<file path="config.mk">
export PLATFORM = sky130hd
export DESIGN_NAME = ama_riscv_store_queue
export DESIGN_NICKNAME = d
export VERILOG_FILES = /design/src/rtl/ama_riscv_store_queue.sv
export SDC_FILE = /design/constraint.sdc
export NUM_CORES = 1
export LEC_CHECK = 0
export ABC_AREA = 0
export CORE_ASPECT_RATIO = 0.75
export CORE_MARGIN = 2
export CORE_UTILIZATION = 51
export DETAILED_ROUTE_END_ITERATION = 7
export GPL_TIMING_DRIVEN = 0
export HOLD_SLACK_MARGIN = 0.06
export PLACE_DENSITY = 0.81
export SYNTH_ARGS = -nofsm -noshare
export SYNTH_HDL_FRONTEND = slang
export SYNTH_SLANG_ARGS = --single-unit
</file>
<file path="constraint.sdc">
create_clock -name clk -period 6 [get_ports clk]
set_input_delay 1.2 -clock clk [delete_from_list [all_inputs] [get_ports clk]]
set_output_delay 1.2 -clock clk [all_outputs]
set_load 0.01 [all_outputs]
</file>
<file path="src/rtl/ama_riscv_store_queue.sv">
// rtl/ama_riscv_store_queue.sv - store align/mask stage with in-order DMEM write queue and load hazard detect
module ama_riscv_store_queue #(
   parameter int DEPTH = 2,
   parameter int AW    = 32
) (
   input  logic          clk,
   input  logic          rst,
   input  logic          st_valid,
   output logic          st_ready,
   input  logic [AW-1:0] st_addr,
   input  logic [1:0]    st_width,
   input  logic [31:0]   st_data,
   output logic          st_misaligned,
   output logic          dmem_req,
   output logic [AW-3:0] dmem_waddr,
   output logic [3:0]    dmem_we,
   output logic [31:0]   dmem_wdata,
   input  logic          dmem_ack,
   input  logic [AW-1:0] ld_addr,
   output logic          ld_hazard,
   output logic          empty
);

   localparam int PW = (DEPTH > 1) ? $clog2(DEPTH) : 1;

   logic [AW-3:0] waddr_q [DEPTH];
   logic [3:0]    we_q    [DEPTH];
   logic [31:0]   wdata_q [DEPTH];

   logic [PW-1:0] head;
   logic [PW-1:0] tail;
   logic [PW:0]   count;

   logic          full;
   logic          push;
   logic          pop;
   logic          wr;
   logic          mis;
   logic [1:0]    off;
   logic [3:0]    we_enc;
   logic [31:0]   wdata_enc;
   logic [PW-1:0] idx;

   assign full     = (count == (PW+1)'(DEPTH));
   assign empty    = (count == '0);
   assign st_ready = !full;
   assign dmem_req = !empty;
   assign push     = st_valid && st_ready;
   assign pop      = dmem_req && dmem_ack;
   assign wr       = push && !mis;
   assign off      = st_addr[1:0];

   // Head entry is forced to zero when nothing is pending so stale storage never leaks onto the bus
   assign dmem_waddr = dmem_req ? waddr_q[head] : '0;
   assign dmem_we    = dmem_req ? we_q[head]    : '0;
   assign dmem_wdata = dmem_req ? wdata_q[head] : '0;

   // Alignment check and lane placement of the incoming store
   always_comb begin
      mis       = 1'b0;
      we_enc    = 4'b0000;
      wdata_enc = 32'h0;
      case (st_width)
         2'd0: begin
            we_enc    = 4'b0001 << off;
            wdata_enc = {24'h0, st_data[7:0]} << {off, 3'b000};
         end
         2'd1: begin
            mis       = off[0];
            we_enc    = 4'b0011 << off;
            wdata_enc = {16'h0, st_data[15:0]} << {off, 3'b000};
         end
         2'd2: begin
            mis       = (off != 2'b00);
            we_enc    = 4'b1111;
            wdata_enc = st_data;
         end
         default: mis = 1'b1;
      endcase
   end

   // Load hazard: compare against every occupied slot walking forward from head
   always_comb begin
      ld_hazard = 1'b0;
      idx       = '0;
      for (int i = 0; i < DEPTH; i++) begin
         idx = head + PW'(i);
         if (((PW+1)'(i) < count) && (waddr_q[idx] == ld_addr[AW-1:2]))
            ld_hazard = 1'b1;
      end
   end

   // Pointers, occupancy and the registered misalignment pulse
   always_ff @(posedge clk or posedge rst) begin
      if (rst) begin
         head          <= '0;
         tail          <= '0;
         count         <= '0;
         st_misaligned <= 1'b0;
      end else begin
         st_misaligned <= push && mis;
         if (wr)
            tail <= tail + 1'b1;
         if (pop)
            head <= head + 1'b1;
         case ({wr, pop})
            2'b10:   count <= count + 1'b1;
            2'b01:   count <= count - 1'b1;
            default: count <= count;
         endcase
      end
   end

   // Entry storage, written at the tail on an accepted aligned store
   always_ff @(posedge clk or posedge rst) begin
      if (rst) begin
         for (int i = 0; i < DEPTH; i++) begin
            waddr_q[i] <= '0;
            we_q[i]    <= '0;
            wdata_q[i] <= '0;
         end
      end else if (wr) begin
         waddr_q[tail] <= st_addr[AW-1:2];
         we_q[tail]    <= we_enc;
         wdata_q[tail] <= wdata_enc;
      end
   end

endmodule

</file>
==> results.yml, run 1 <==
routing:
  avgViaCountPerCell: 5.49
  drtPass1Iterations: 8
  drc_errors: 0
  post_drt_wl_per_cell_um: 19.0
  drt_iter0_drc: 651
  wl_mm: 23.0
  dr_total_vias: 6637
  ant_nets: 0
logic_synthesis:
  yosys_most_used_dff: "dfrtp_1"
  synthSimpleGateAreaFrac_pct: 16.0
  ys_top_cells_by_area: "dfrtp_1 (45%), mux2i_1 (13%), nand2_1 (9.6%)"
  syn_nets: 912
  synth_cell_types: 34
  synth-compound-area-share_pct: 8.79
  syn_area_mm2: 0.00757
  synth_top_area_share_pct: 45.3
  ys_ff_latch: 137
  synth-xor-area-share_pct: 7.29
  synth_top_family_by_area: "multiplexers"
  synth_area_per_cell_um2: 9.39
  synth_edf_count: 0
  synth-adder-area-share_pct: 0.661
  seq_area_frac_synth_pct: 45.3
  yosys_warnings: 0
  synthCells: 806
  synth_top_area_cell: "dfrtp_1"
  ys_async_sr_fraction_pct: 100
  muxShareOfSynthArea_pct: 17.7
setup_path:
  timing.critical_path.slowest_cell_delay_ps: 580
  crit_path_start: "ld_addr[14]"
  critical_path_class: "input port to output port"
  critPathCaptureType: "output port"
  reg2reg_setup_slack_ps: 4020
  path_buf_inv: 2
  cp_slowest_cell: "clkdlybuf4s50_1"
  cp-start-kind: "input port"
  worst_ep_required_time_ps: 4800
  path_cells: "clkdlybuf4s50_1, xor2_1, nand4_1, nor4_1, nand4_1, o21ai_0, clkdlybuf4s50_1"
  rr_startpoint: "count[0]"
  crit_fanout: 2
  crit_family: "buffers and inverters"
  cp.arrival_ps: 3340
placed_design:
  routabilityCongestion: 0.946
  place_area_mm2: 0.00955
  port_buffers: 170
  post-place-ws_ps: 1520
  hpwl_mm: 17.3
global_routing:
  antenna_found_initial: 0
  grt_pass1_wl_mm: 34.8
  grt_usage_pct: 29.6
  grt_max_degree: 98
  grt_pass1_vias: 6449
  grt.overflow.total: 0
clock_network:
  cts_made_buffers: 17
  insertion_delay_ps: 430
  cts_resized: 0
  cts.clk_slew.worst_paths_ps: 60
  cts_tree: "done"
  cts_sinks: 137
  clock_path_buffers: 2
  cts_root_buffer: "clkbuf_16"
  post-cts-setup-buffers: 0
  htree_num_levels: 4
  cts_hold_buf: 0
finish:
  finish.instance_area_mm2: 0.0101
  syn2layout_area_growth_pct: 33.9
  diodes: 0
  nFillCells: 1142
  layout-drive-gt1-share_pct: 10.2
  final_nets: 1102
pwr:
  leakage_uw: 0.00459
  powerDensity_mw_per_mm2: 537
  peakVddDrop_uv: 270
  finalPower_uw: 5450
min_path:
  min_from: "wdata_q[26]"
  hold_class: "flop to flop"
sta:
  finalHoldWorstSlack_ps: 478
  period_needed_ps: 4540
  setup_ws_ps: 1460
  max_freq_mhz: 220
  drv_slew: 0
  tightest_slew_ps: 766
  rsz0062_at_grt: "false"
  setup-violations-final: 0
  totalNegativeSetupSlack_ps: 0
  clock_skew_ps: 5.81
  min_period_over_period_pct: 75.7
  hold_viol_final: 0
  maxSlewHeadroom_pct: 48.9
run:
  maxCapViolations: 0
floorplan:
  dieHeight_um: 110
  fp.dieArea_mm2: 0.0158
  placementRows: 38
  io_pins: 173
  die_w_um: 145
  core-area_mm2: 0.0145
  start_util_pct: 52.2
status:
  status: "complete, no violations"
-- synth_stat cells, types with 9 or more instances --
master and number:
nand2_1 193, dfrtp_1 137, mux2i_1 97, nor2_1 73, o21ai_0 61, xnor2_1 41, mux2_2 31, buf_2 25
xor2_1 22, a22oi_1 16, clkbuf_1 16, o21ai_1 16, nor4_1 11, a21oi_1 9
-- worst paths after layout --
check                              end  depth (start not counted)
setup reg to reg            wdata_q[5]                          8
max in group asynchronous  wdata_q[15]                          3
min in group asynchronous  wdata_q[37]                          2
setup / recovery             ld_hazard                          7
hold reg to reg            wdata_q[26]                          2
hold / removal             wdata_q[26]                          2
-- cells in the final DEF, fill, tap and decap left out, drive strengths merged --
| master | count |
|---|---|
| o211ai | 1 |
| bufinv | 2 |
| o2111ai | 1 |
| nor4b | 1 |
| nand2 | 193 |
| clkinv | 6 |
| nor4 | 11 |
| ha | 4 |
| a22o | 7 |
| o21ai | 77 |
| nor3 | 3 |
| a21oi | 10 |
| nand4 | 8 |
| mux2i | 97 |
| or2 | 2 |
| nor2b | 7 |
| clkinvlp | 2 |
| xnor2 | 41 |
| dfrtp | 137 |
| clkdlybuf4s50 | 170 |
| mux2 | 33 |
| a22oi | 16 |
| buf | 39 |
| a2bb2oi | 1 |
| a32oi | 1 |
| xor2 | 22 |
| nor2 | 73 |
| and2 | 1 |
| clkbuf | 36 |
| inv | 7 |
-- per-layer routing --
metal	vias up	wire length [um]	global-route usage (%)	part of all wire, %
met5	-	0	0	0
li1	3114	-	-	-
met3	39	1380	5.05	6.0
met2	209	10400	44.7	45
met4	0	471	9.85	2.1
met1	3275	10700	43.7	47
-- registers in the layout (all words and copies together) (netlist names) --
name,flops
wdata_q,64
waddr_q,60
we_q,8
count,2
head,1
st_misaligned,1
tail,1
-- report_power, final --
part | internal [uW] | leakage, uW | total [uW] | switching, uW
sequential | 1350 | 0.00174 | 1640 | 292
clock | 617 | 0.000275 | 1030 | 413
combinational | 1340 | 0.00257 | 2780 | 1440
-- per-stage QoR --
step	utilization (%)	cells
after floorplan	-	806
after global placement	65.7	1176
after detailed placement	65.9	1177
after CTS	69.9	1209
after global routing	69.9	1209
final	69.9	1209
-- cell families after synthesis --
group,after synthesis
compound gates,114
mux,130
buf+inv,59
fa+ha+maj,4
xor+xnor,63
simple gates,299
flops,137
-- worst reg2reg max path, delay by kind of cell (launching register included) --
kind | cells | cell delay, ps
compound gates | 2 | 420
fa+ha+maj | 1 | 220
buf+inv | 4 | 720
flops | 1 | 390
simple gates | 1 | 90
-- area by class of cell --
cell class              instances  area, um2  share of cell area, %
plain buffers                  54        298                   2.94
clock buffers                  20        437                   4.31
clock inverters                12        145                   1.43
multi-input cells             610       3820                   37.7
flip-flops and latches        137       3430                   33.8
inverters                       5       23.8                  0.235
well taps                     200        250                   2.47
repair buffers                171       1730                   17.1
Note: power is estimated with default switching activity, not from simulation.
==> inputs of run 2 (changes only) <==
--- a/config.mk
+++ b/config.mk
@@ -8,11 +8,11 @@
 export ABC_AREA = 0
 export CORE_ASPECT_RATIO = 0.75
 export CORE_MARGIN = 2
-export CORE_UTILIZATION = 51
+export CORE_UTILIZATION = 46
 export DETAILED_ROUTE_END_ITERATION = 7
 export GPL_TIMING_DRIVEN = 0
 export HOLD_SLACK_MARGIN = 0.06
-export PLACE_DENSITY = 0.81
+export PLACE_DENSITY = 0.77
 export SYNTH_ARGS = -nofsm -noshare
 export SYNTH_HDL_FRONTEND = slang
 export SYNTH_SLANG_ARGS = --single-unit
==> constraint.sdc (replaced) <==
create_clock -name clk -period 3.8 [get_ports clk]
set_input_delay 0.76 -clock clk [delete_from_list [all_inputs] [get_ports clk]]
set_output_delay 0.76 -clock clk [all_outputs]
set_load 0.01 [all_outputs]
==> results.yml, run 2 (synthesis gave the netlist of run 1 again) <==
status:
  status: "complete, no violations"
finish:
  layout-drive-gt1-share_pct: 11.3
  largest_reg_flops: 64
  final_nets: 1104
  regMostFlops: "wdata_q"
  final_common_cell: "nand2_1"
  diodes: 0
  layout_common_cells: "nand2_1 (193), clkdlybuf4s50_1 (170), dfrtp_1 (137), mux2i_1 (95), nor2_1 (73)"
  syn2layout_area_growth_pct: 35.3
  layout_top_registers: "wdata_q: 64 flops, waddr_q: 60 flops, we_q: 8 flops"
clock_network:
  cts_resized: 1
  cts_tree: "done"
  cts_made_buffers: 17
  insertion_delay_ps: 430
  cts_hold_buf: 0
  post-cts-setup-buffers: 0
  cts_root_buffer: "clkbuf_16"
  clock_path_buffers: 2
  cts.clk_slew.worst_paths_ps: 60
  htree_num_levels: 4
  cts_sinks: 137
run:
  maxCapViolations: 0
global_routing:
  grt.overflow.total: 0
  grt_pass1_vias: 6576
  grt_usage_pct: 26.6
  grt_pass1_wl_mm: 35.9
  grt_max_degree: 41
  antenna_found_initial: 0
setup_path:
  critPathCaptureType: "output port"
  cp.arrival_ps: 2960
  critical_path_class: "flop to output port"
  worst_ep_required_time_ps: 3040
  cp-start-kind: "flop"
  crit_fanout: 10
sta:
  drv_slew: 0
  finalHoldWorstSlack_ps: 478
  max_freq_mhz: 269
  maxSlewHeadroom_pct: 41.1
  period_needed_ps: 3720
  rsz0062_at_grt: "false"
  hold_viol_final: 0
  totalNegativeSetupSlack_ps: 0
  setup-violations-final: 0
  tightest_slew_ps: 881
  min_period_over_period_pct: 98.0
  clock_skew_ps: 12.3
floorplan:
  start_util_pct: 47.1
  fp.dieArea_mm2: 0.0175
  die_w_um: 152
  io_pins: 173
  placementRows: 40
  dieHeight_um: 115
  core-area_mm2: 0.0161
routing:
  avgViaCountPerCell: 5.46
  post_drt_wl_per_cell_um: 19.1
  dr_total_vias: 6665
  wl_mm: 23.3
  ant_nets: 0
  drt_iter0_drc: 460
  drc_errors: 0
  drtPass1Iterations: 5
placed_design:
  port_buffers: 170
  routabilityCongestion: 0.913
  hpwl_mm: 17.5
min_path:
  hold_class: "flop to flop"
pwr:
  peakVddDrop_uv: 408
  powerDensity_mw_per_mm2: 849
  leakage_uw: 0.00461
  finalPower_uw: 8690
[run 2: final cells by class]
| type | count | area (um2) |
|---|---|---|
| tap | 210 | 263 |
| clock inverter | 14 | 171 |
| sequential | 137 | 3430 |
| buffer | 54 | 299 |
| timing repair buffer | 173 | 1770 |
| clock buffer | 18 | 429 |
| inverter | 5 | 22.5 |
| fill | 1316 | 5820 |
| multi-input combinational | 610 | 3860 |
[run 2: routing by layer]
| layer | routed length [um] | vias to the layer above | GRT usage, % | part of all wire (%) |
|---|---|---|---|---|
| li1 | - | 3105 | - | - |
| met1 | 10900 | 3302 | 38.1 | 47 |
| met2 | 10400 | 218 | 40.6 | 45 |
| met3 | 1560 | 40 | 5.80 | 6.7 |
| met4 | 491 | 0 | 9.10 | 2.1 |
| met5 | 0 | - | 0 | 0 |
[run 2: critical path: stages (launching register included)]
cell	delay (ps)
dfrtp_1	340
buf_6	130
buf_2	360
mux2i_1	300
xnor2_1	90
nor4_1	320
nand4_1	170
o21ai_0	250
clkdlybuf4s50_1	580
[run 2: path summary, 6_finish.rpt]
path	start	to	slack, ps	cells after the start
max in group asynchronous	rst	wdata_q[58]	1820	5
min	we_q[7]	we_q[7]	480	2
min in group asynchronous	rst	waddr_q[3]	860	2
min reg2reg	we_q[7]	we_q[7]	480	2
max	head	ld_hazard	80	8
max reg2reg	count[0]	wdata_q[3]	1750	8
[run 2: report_power, final]
group | switching (uW) | total, uW | internal, uW
clock network | 652 | 1690 | 1040
registers | 455 | 2590 | 2130
logic | 2290 | 4420 | 2130
total | 3390 | 8690 | 5300
[run 2: stage by stage]
| step | utilization [%] | instances | worst slack, ps | cell area [um2] |
|---|---|---|---|---|
| 6_report | 63.7 | 1221 | 77.9 | 10200 |
| 5_1_grt | 63.7 | 1221 | 14.5 | 10200 |
| 4_1_cts | 63.5 | 1221 | 2.63 | 10200 |
| 3_5_place_dp | 59.8 | 1189 | 196 | 9610 |
| 3_3_place_gp | 59.4 | 1186 | 105 | 9540 |
| 2_1_floorplan | - | 806 | 1330 | 7570 |
